<file path="config.mk">
export PLATFORM = sky130hd
export DESIGN_NAME = prog_ctr_stack
export DESIGN_NICKNAME = d
export VERILOG_FILES = /design/src/rtl/prog_ctr_stack.sv
export SDC_FILE = /design/constraint.sdc
export NUM_CORES = 1
export LEC_CHECK = 0
export ABC_AREA = 1
export BUFFER_PORTS_ARGS = -buffer_cell sky130_fd_sc_hd__buf_4
export CAP_MARGIN = 20
export CORE_ASPECT_RATIO = 1.5
export CORE_UTILIZATION = 50
export DETAILED_ROUTE_END_ITERATION = 8
export PLACE_DENSITY = 0.81
export SKIP_CTS_REPAIR_TIMING = 1
export SLEW_MARGIN = 10
export SYNTH_ARGS = -nofsm -noshare
export SYNTH_HDL_FRONTEND = slang
export SYNTH_SLANG_ARGS = --single-unit
</file>
<file path="constraint.sdc">
create_clock -name Clk -period 3.9 [get_ports Clk]
set_input_delay 0.585 -clock Clk [delete_from_list [all_inputs] [get_ports Clk]]
set_output_delay 0.585 -clock Clk [all_outputs]
set_load 0.03 [all_outputs]
</file>
<file path="src/rtl/prog_ctr_stack.sv">
// -----------------------------------------------------------------------------
// prog_ctr_stack
//
// Program counter for the CPU fetch stage. It supports absolute and relative
// branches, unconditional jumps and stall. It also has a small hardware
// return-address stack for call and return.
//
// The priority applied at each rising edge (first match wins) is:
//   hold (Start=0) > stall > return > call > taken branch > increment.
// A call pushes PC+1 and jumps to Target. A return pops the top entry into PC.
// A call while the stack is full, or a return while it is empty, falls back
// to a plain increment and sets a sticky error flag. Only reset clears it.
//
// Ports:
//   Clk            clock, all state changes on the rising edge
//   Reset          synchronous, active-low reset
//   Start          1 = run, 0 = hold all state
//   Stall          1 = hold PC, stack and flags this cycle
//   BranchEn       branch instruction this cycle
//   Uncond         with BranchEn: take the branch regardless of ZeroFlag
//   ZeroFlag       ALU zero flag, qualifies a conditional branch
//   BranchRel      0 = absolute (Target), 1 = relative (PC + Offset)
//   Target         absolute branch / call destination
//   Offset         signed relative branch offset
//   CallEn         push PC+1 and jump to Target
//   RetEn          pop the stack into PC
//   ProgCtr        current program counter (registered)
//   StackCount     occupied return-stack entries
//   StackOverflow  sticky: call attempted while the stack was full
//   StackUnderflow sticky: return attempted while the stack was empty
// -----------------------------------------------------------------------------
module prog_ctr_stack #(
    parameter int PC_W        = 10,
    parameter int OFF_W       = 8,
    parameter int STACK_DEPTH = 4,
    parameter int RESET_PC    = 0
) (
    input  logic                               Clk,
    input  logic                               Reset,
    input  logic                               Start,
    input  logic                               Stall,
    input  logic                               BranchEn,
    input  logic                               Uncond,
    input  logic                               ZeroFlag,
    input  logic                               BranchRel,
    input  logic [PC_W-1:0]                    Target,
    input  logic [OFF_W-1:0]                   Offset,
    input  logic                               CallEn,
    input  logic                               RetEn,
    output logic [PC_W-1:0]                    ProgCtr,
    output logic [$clog2(STACK_DEPTH+1)-1:0]   StackCount,
    output logic                               StackOverflow,
    output logic                               StackUnderflow
);

    localparam int CNT_W = $clog2(STACK_DEPTH + 1);
    localparam int PTR_W = $clog2(STACK_DEPTH);
    localparam logic [CNT_W-1:0] DEPTH_C = CNT_W'(STACK_DEPTH);

    logic [PC_W-1:0]  pc_reg, pc_next;
    logic [CNT_W-1:0] cnt_reg, cnt_next;
    logic             ovf_reg, ovf_next;
    logic             unf_reg, unf_next;
    logic             push;

    // Return-address storage. Its contents are don't-care after reset
    // because StackCount alone decides which entries are valid.
    logic [PC_W-1:0]  stack_mem [STACK_DEPTH];

    logic [PC_W-1:0]  pc_inc;
    logic [PC_W-1:0]  off_ext;
    logic [PC_W-1:0]  stack_top;
    logic [PTR_W-1:0] wr_idx;
    logic [PTR_W-1:0] rd_idx;

    assign pc_inc  = pc_reg + PC_W'(1);
    // Sign-extend the offset to PC width. The add below then wraps
    // naturally in PC_W bits, in both directions.
    assign off_ext = PC_W'($signed(Offset));

    // The next free slot is the current count. The top entry sits one
    // below it. Both indices are only used when in range: push needs a
    // non-full stack, and pop needs a non-empty stack.
    assign wr_idx    = PTR_W'(cnt_reg);
    assign rd_idx    = PTR_W'(cnt_reg - CNT_W'(1));
    assign stack_top = stack_mem[rd_idx];

    always_comb begin
        pc_next  = pc_reg;
        cnt_next = cnt_reg;
        ovf_next = ovf_reg;
        unf_next = unf_reg;
        push     = 1'b0;

        if (Start && !Stall) begin
            if (RetEn) begin
                if (cnt_reg != '0) begin
                    pc_next  = stack_top;
                    cnt_next = cnt_reg - CNT_W'(1);
                end else begin
                    pc_next  = pc_inc;
                    unf_next = 1'b1;
                end
            end else if (CallEn) begin
                if (cnt_reg < DEPTH_C) begin
                    push     = 1'b1;
                    pc_next  = Target;
                    cnt_next = cnt_reg + CNT_W'(1);
                end else begin
                    pc_next  = pc_inc;
                    ovf_next = 1'b1;
                end
            end else if (BranchEn && (Uncond || ZeroFlag)) begin
                pc_next = BranchRel ? (pc_reg + off_ext) : Target;
            end else begin
                pc_next = pc_inc;
            end
        end
    end

    always_ff @(posedge Clk) begin
        if (!Reset) begin
            pc_reg  <= PC_W'(RESET_PC);
            cnt_reg <= '0;
            ovf_reg <= 1'b0;
            unf_reg <= 1'b0;
        end else begin
            pc_reg  <= pc_next;
            cnt_reg <= cnt_next;
            ovf_reg <= ovf_next;
            unf_reg <= unf_next;
        end
    end

    // A stray write during reset is harmless, because reset clears the
    // count and so no entry stays valid.
    always_ff @(posedge Clk) begin
        if (push) begin
            stack_mem[wr_idx] <= pc_inc;
        end
    end

    assign ProgCtr        = pc_reg;
    assign StackCount     = cnt_reg;
    assign StackOverflow  = ovf_reg;
    assign StackUnderflow = unf_reg;

endmodule

</file>
# After elaboration in Yosys (flattened, before gate mapping)
# Memory sizes are Yosys's and may differ from the RTL's.
# Cells that the tools add are included.
# totals
reg_bits,15
mem_bits_rw,40
output_inout_bits,15
mem_count,1
# op_classes
addsub,4
magnitude_cmp,1
eq_ne,1
mux,16
bitwise_logic,3
reduce_logical,10
# mem_list
name,words,word_bits,rd,rd_ports_with_merged_regs,wr,line_no,text
stack_mem,4,10,1,0,1,68,logic [PC_W-1:0] stack_mem [STACK_DEPTH];
# op_table
cell,count
10-bit 2-to-1 mux,6
3-bit 2-to-1 mux,4
"10-bit by 1-bit adder with 10-bit output, second input constant",1
10-bit adder,1
4-bit AND reduction,2
1-bit 2-to-1 mux,6
2-bit nonzero test,2
"3-bit by 1-bit adder with 3-bit output, second input constant",1
"3-bit < comparator, second input constant",1
1-bit NOT,3
3-bit AND reduction,1
3-bit nonzero test,1
"3-bit by 1-bit subtractor with 3-bit output, second input constant",1
1-bit logical AND,2
"2-bit by 1-bit != test with 1-bit output, second input constant",1
1-bit logical NOT,1
1-bit logical OR,1

# Depth between registers and ports, before layout
# Gate-level depths: netlist of the first run.
# depth
ltp_word,7
ltp_mapped,13

# Least setup slack after synthesis of the first run
# OpenSTA, ideal clock, no wires.
# synth_path
path_type,register to register
from,reg cnt_reg[0] (netlist: StackCount[0])
to,reg cnt_reg[2] (netlist: StackCount[2])
setup_ps,86
t_arrival_ps,1966
path_slack_ps,1848
path_stages_with_launch,10
n_path_buf,1
period_less_slack_ps,2052
cell_sequence,dfxtp_1 inv_2 clkbuf_1 ha_1 ha_1 nand2_1 inv_1 a21oi_2 nand2_1 a211oi_1
# synth_between
elab_chain_len,4
word_cells_on_any_way,11
# synth_rtl
item,line_no,text
start: declaration,61,"logic [CNT_W-1:0] cnt_reg, cnt_next;"
start signal: assignment,129,cnt_reg <= cnt_next;
3-bit by 1-bit adder with 3-bit output,108,cnt_next = cnt_reg + CNT_W'(1);
3-bit 2-to-1 mux,105,if (cnt_reg < DEPTH_C) begin
3-bit 2-to-1 mux,104,end else if (CallEn) begin
3-bit 2-to-1 mux,96,if (RetEn) begin
# Parallel ways exist; a longest one is shown, timed or not. The select of a mux whose other input is x is not followed.
# A chain may end at the register's enable or synchronous reset.

# Worst setup path in the final report of the first run
# layout_path
from,reg cnt_reg[0] (netlist: StackCount[0])
to,reg pc_reg[7] (netlist: ProgCtr[7])
# layout_between
elab_chain_len,4
word_cells_on_any_way,8
# layout_rtl
item,line_no,text
3-bit by 1-bit subtractor with 3-bit output or 3-bit < comparator (tied branches),-,
memory 4 x 10 bit or 10-bit 2-to-1 mux (tied branches),-,
10-bit 2-to-1 mux (on tied branches),"97, 104",
10-bit 2-to-1 mux *,96,
end signal: assignment,123,pc_reg <= PC_W'(RESET_PC);
end signal: assignment,128,pc_reg <= pc_next;
end: declaration,60,"logic [PC_W-1:0] pc_reg, pc_next;"
# Every way passes the cells marked *; elsewhere a longest branch is shown, timed or not.

==> run_results.csv, run 1 <==
group,metric,value,unit
outcome,status,"finished clean",
finish,antennaDiodeCount,0,
route,drc,0,
yosys,ys_async_sr_fraction,0,%
die,die_area,7000,um^2
pwr,leakagePower,1.62,nW
worst_hold_path,hold_path.class,"flop to flop",
finish,final_common_cell,"nand2_1",
route,routed_wl,8490,um
timing,fin_crit_sh,71.0,%
timing,holdWs,0.494,ns
die,core.rowCount,36,
finish,multi_input_area,1620,um^2
setup_path,rr_worst_depth,9,
route,ant_nets,0,
cts,max-clock-path-buffers,2,
setup_path,r2r_start,"StackCount[0]$_SDFFE_PN0P_",
yosys,ys.warnings.count,0,
die,coreArea,6490,um^2
yosys,yosys.area.top_type,"edfxtp_1",
setup_path,r2r-end,"ProgCtr[7]$_SDFFE_PN0P_",
setup_path,worstPathRequired,4.11,ns
die,initial_core_util,51.4,%
cts,numCtsBuffers,5,
grt,grt_usage,26.9,%
timing,tightest_slew,1.01,ns
worst_hold_path,hold-path-endpoint,"StackOverflow$_SDFFE_PN0P_",
finish,postLayoutCoreUtil,58.9,%
timing,finalHoldViolations,0,
yosys,syn_area,3330,um^2
grt,globalRouteOverflowTotal,0,
die,fp.dieW,68.7,um
setup_path,critPathBufInv,2,
setup_path,cp-startpoint,"StackCount[0]$_SDFFE_PN0P_",
timing,setup_viol,0,
cts,clk_pin_slew_worst_paths,0.09,ns
route,drt_iter0_markers,228,
worst_hold_path,whs_path_depth,2,
yosys,synth.distinct_cells,40,
timing,max_freq,361,MHz
finish,area_growth,14.7,%
setup_path,r2r_slack,1.13,ns
pwr,power,1.35,mW
yosys,synth_nets,448,
timing,rsz0062_at_grt,"false",
timing,setup_tns,0,ns
finish,fillers,623,
setup_path,critPathLaunchType,"flop",
pwr,p_per_area,354,nW/um^2
cts,root_buffer,"clkbuf_8",
placement,numPortBuffers,42,
setup_path,worstSetupEndpointType,"flop",
grt,grt_start_max_net_pins,26,
worst_hold_path,worst_hold_startpoint,"StackOverflow$_SDFFE_PN0P_",
route,wire_per_inst,16.3,um
pwr,vdd_ir_drop_max,249,uV
placement,gp_congestion,0.943,
route,via_per_inst,5.72,
setup_path,path_cells,"inv_2 -> ha_1 -> inv_1 -> o21ai_0 -> o22ai_1 -> nand2_1 -> nand3_1 -> nor2_1 -> a21oi_1",
cts,cts_tree,"built",
finish,final_cell_mix,"nand2_1 (78), nor2_1 (48), buf_4 (44)",
timing,maxSlewHeadroom,32.3,%
yosys,synth_area_leaders,"edfxtp_1 (36%), dfxtp_1 (9.0%), nand2_1 (8.8%)",
yosys,synth_edf_count,40,
timing,skew,0.00711,ns
grt,grt_pass1_vias,2919,
timing,drv_slew,0,
setup_path,critPathSlowestCell,"dfxtp_1",
finish,ff_latch_area,1500,um^2
setup_path,cp_top_family,"flip-flops",
grt,antenna_found_initial,0,
setup_path,cp_max_fo,25,
setup_path,worstSetupPathType,"flop to flop",
yosys,ys_ff_latch,55,
cts,clk_latency,0.32,ns
finish,drive_gt1_share,16.9,%
setup_path,critPathMaxStageDelay,0.84,ns
yosys,synth_top_area_share,36.0,%
finish,nets,488,
grt,grt_pass1_wl,13700,um
cts,clock_sinks,55,
die,ios,43,
yosys,syn-mean-instance-area,8.25,um^2
route,vias,2980,
yosys,syn_inst,404,
setup_path,arrival,2.98,ns
die,die_y,102,um
yosys,ys.flop_type,"edfxtp_1",
yosys,seq_area_frac_synth,45.1,%
placement,hpwl,6430,um
route,dr.pass1.iters,5,
timing,min_period,2.77,ns
setup_path,cp.depth,9,
run,cap_violations,0,
cts,h-tree-depth,2,
==> tightest hold or removal path: cells and delay by family, from the launching register on <==
| kind | cells | cell delay [ns] |
|---|---|---|
| AND/OR/NAND/NOR | 1 | 0.08 |
| AO/OA/AOI/OAI | 1 | 0.04 |
| flip-flops | 1 | 0.34 |
==> routing by layer <==
| metal | global-route usage [%] | routed length [um] |
|---|---|---|
| met1 | 30.8 | 3090 |
| met3 | 3.01 | 452 |
| met4 | 15.9 | 331 |
| met5 | 0 | 0 |
| met2 | 46.9 | 4620 |
==> registers in the layout, summed over array words and instances (netlist names) <==
name and cells:
stack_mem 40, StackUnderflow 1, StackOverflow 1, StackCount 3, ProgCtr 10
==> how the worst max path moves through the flow <==
stage	endpoint	slack (ns)
global route	ProgCtr[6]$_SDFFE_PN0P_	0.88
detailed placement	ProgCtr[6]$_SDFFE_PN0P_	1.20
global placement	ProgCtr[8]$_SDFFE_PN0P_	1.39
CTS	ProgCtr[7]$_SDFFE_PN0P_	1.13
finish	ProgCtr[7]$_SDFFE_PN0P_	1.13
floorplan	StackCount[2]$_SDFFE_PN0P_	1.85
==> stage by stage <==
| stage | std cells | worst slack [ns] | instance area (um^2) |
|---|---|---|---|
| floorplan | 404 | 1.85 | 3330 |
| global placement | 513 | 1.39 | 3710 |
| detailed placement | 513 | 1.20 | 3710 |
| CTS | 521 | 1.13 | 3820 |
| global route | 521 | 0.879 | 3820 |
| finish | 521 | 1.13 | 3820 |
==> synth_stat cells, types with 3 or more instances <==
cell and instances:
nand2_1 78, nor2_1 48, edfxtp_1 40, inv_1 37, o21ai_0 34, a21oi_1 27
nand3_1 22, dfxtp_1 15, ha_1 15, o22ai_1 10, o21ai_1 9, clkbuf_1 8
xor2_1 8, inv_2 6, nor2_2 4, a31oi_1 3, buf_2 3, nand2_2 3
o221ai_1 3
==> kinds of logic after synthesis <==
family	after synthesis	share of synthesized area, %
buffers and inverters	55	6.31
AOI/OAI and AO/OA	101	17.4
and+or+nand+nor	165	21.4
xor gates and xnor gates	12	3.61
adders and majority gates	16	6.23
DFF	55	45.1
==> power breakdown <==
group | switching (mW) | internal (mW) | leakage [nW] | total [mW]
Clock | 0.188 | 0.192 | 0.0514 | 0.380
Sequential | 0.0257 | 0.643 | 0.494 | 0.669
Combinational | 0.192 | 0.114 | 1.07 | 0.306
Total | 0.405 | 0.948 | 1.62 | 1.35
==> layout make-up <==
cell class              count  share of cell area, %
clock buffers               6                   1.90
clock inverters             2                  0.982
flip-flops and latches     55                   39.3
inverters                  44                   4.32
well taps                  76                   2.49
repair buffers             44                   8.64
multi-input cells         294                   42.4
Power figures use the tool's default switching activity.
==> run 2: changes to the inputs <==
==> constraint.sdc (replaced) <==
create_clock -name Clk -period 2.57 [get_ports Clk]
set_input_delay 0.3855 -clock Clk [delete_from_list [all_inputs] [get_ports Clk]]
set_output_delay 0.3855 -clock Clk [all_outputs]
set_load 0.03 [all_outputs]
==> run 2 against run 1 <==
Net effect: clock skew is 0.0024 ns higher; non-clock buffer count rose by 12; die area unchanged; register-to-register slack got worse by 0.53 ns.
==> run_results.csv, run 2 (synthesis gave the netlist of run 1 again) <==
group,metric,value,unit
outcome,status,"finished clean",
grt,grt_pass1_vias,3040,
finish,multi_input_area,1620,um^2
setup_path,arrival,2.19,ns
cts,max-clock-path-buffers,2,
pwr,leakagePower,1.68,nW
pwr,power,1.99,mW
setup_path,critPathLaunchType,"flop",
route,ant_nets,0,
finish,fillers,587,
pwr,vdd_ir_drop_max,260,uV
pwr,p_per_area,510,nW/um^2
cts,clk_latency,0.32,ns
die,ios,43,
setup_path,path_cells,"ha_1 -> fa_1 -> nand3_1 -> nand2_1 -> nand2_1 -> o21bai_1 -> xnor2_1 -> nand2_1 -> a21oi_1 -> nor2_1",
cts,clk_pin_slew_worst_paths,0.10,ns
timing,tightest_slew,0.484,ns
die,initial_core_util,51.4,%
finish,final_cell_mix,"nand2_1 (78), buf_4 (56), nor2_1 (48)",
timing,setup_tns,0,ns
setup_path,critPathSlowestCell,"dfxtp_1",
finish,drive_gt1_share,19.0,%
timing,rsz0062_at_grt,"false",
grt,grt_usage,27.3,%
finish,area_growth,16.9,%
grt,grt_start_max_net_pins,25,
timing,skew,0.00953,ns
route,drt_iter0_markers,168,
setup_path,worstPathRequired,2.79,ns
placement,numPortBuffers,42,
setup_path,worstSetupPathType,"flop to flop",
route,wire_per_inst,15.8,um
grt,antenna_found_initial,0,
die,core.rowCount,36,
finish,largest-register,"stack_mem",
route,vias,3060,
setup_path,cp_top_family,"adder cells",
setup_path,cp_max_fo,7,
finish,postLayoutCoreUtil,60.1,%
cts,cts_tree,"built",
setup_path,cp_common_cell,"nand2_1",
cts,root_buffer,"clkbuf_8",
grt,globalRouteOverflowTotal,0,
route,via_per_inst,5.74,
finish,final_common_cell,"nand2_1",
timing,maxSlewHeadroom,67.7,%
die,fp.dieW,68.7,um
finish,antennaDiodeCount,0,
placement,gp_congestion,0.882,
grt,grt_pass1_wl,13900,um
route,dr.pass1.iters,5,
cts,numCtsBuffers,5,
finish,nets,500,
timing,fin_crit_sh,76.6,%
timing,setup_viol,0,
die,die_area,7000,um^2
setup_path,worstSetupEndpointType,"flop",
finish,ff_latch_area,1500,um^2
finish,largest_reg_flops,40,
placement,hpwl,6370,um
setup_path,critPathMaxStageDelay,0.49,ns
worst_hold_path,hold_path.class,"input pin to flop",
timing,finalHoldViolations,0,
timing,drv_slew,0,
run,cap_violations,0,
setup_path,critPathBufInv,0,
cts,clock_sinks,55,
timing,max_freq,508,MHz
timing,holdWs,0.398,ns
timing,min_period,1.97,ns
die,die_y,102,um
die,coreArea,6490,um^2
route,routed_wl,8440,um
cts,h-tree-depth,2,
route,drc,0,
==> run 2: cell count changes in the layout (fill, tap and decap cells not counted), sizes merged <==
cell	previous run	this run
bufinv	1	0
clkinv	1	2
buf	44	56
==> run 2: per-layer routing <==
layer  up-vias  wire length, um  global-route usage, %
li1       1490                -                      -
met3        36              303                   3.35
met1      1416             3310                   31.0
met4         0              458                   19.6
met5         -                0                      0
met2       118             4370                   45.9
==> run 2: final cells by class <==
type / instances / area share (%)
repair buffers: 56 / 10.8
flip-flops and latches: 55 / 38.5
inverters: 44 / 4.24
clock buffers: 6 / 2.12
multi-input cells: 294 / 41.6
well taps: 76 / 2.44
clock inverters: 2 / 0.289
==> run 2: tightest hold or removal path, stage by stage <==
cell and delay [ns]:
buf_4 0.17, o21ai_0 0.08, a21oi_1 0.04
==> run 2: path summary, 6_finish.rpt <==
path,start,endpoint,slack [ns],depth (start not counted)
setup / recovery,ProgCtr[0]$_SDFFE_PN0P_,ProgCtr[6]$_SDFFE_PN0P_,0.60,10
hold / removal,Reset,ProgCtr[2]$_SDFFE_PN0P_,0.40,3
hold reg to reg,StackOverflow$_SDFFE_PN0P_,StackOverflow$_SDFFE_PN0P_,0.49,2
setup reg to reg,ProgCtr[0]$_SDFFE_PN0P_,ProgCtr[6]$_SDFFE_PN0P_,0.60,10
==> run 2: power breakdown <==
group	internal, mW	switching (mW)	leakage (nW)
Clock	0.216	0.279	0.0449
Sequential	0.976	0.0254	0.494
Combinational	0.181	0.311	1.14
Total	1.37	0.615	1.68
==> run 2: metrics by stage <==
step	setup slack (ns)	std cells	cell area, um^2
2_1_floorplan	0.518	404	3330
3_3_place_gp	0.606	525	3800
3_5_place_dp	0.557	525	3800
4_1_cts	0.610	533	3900
5_1_grt	0.428	533	3900
6_report	0.601	533	3900
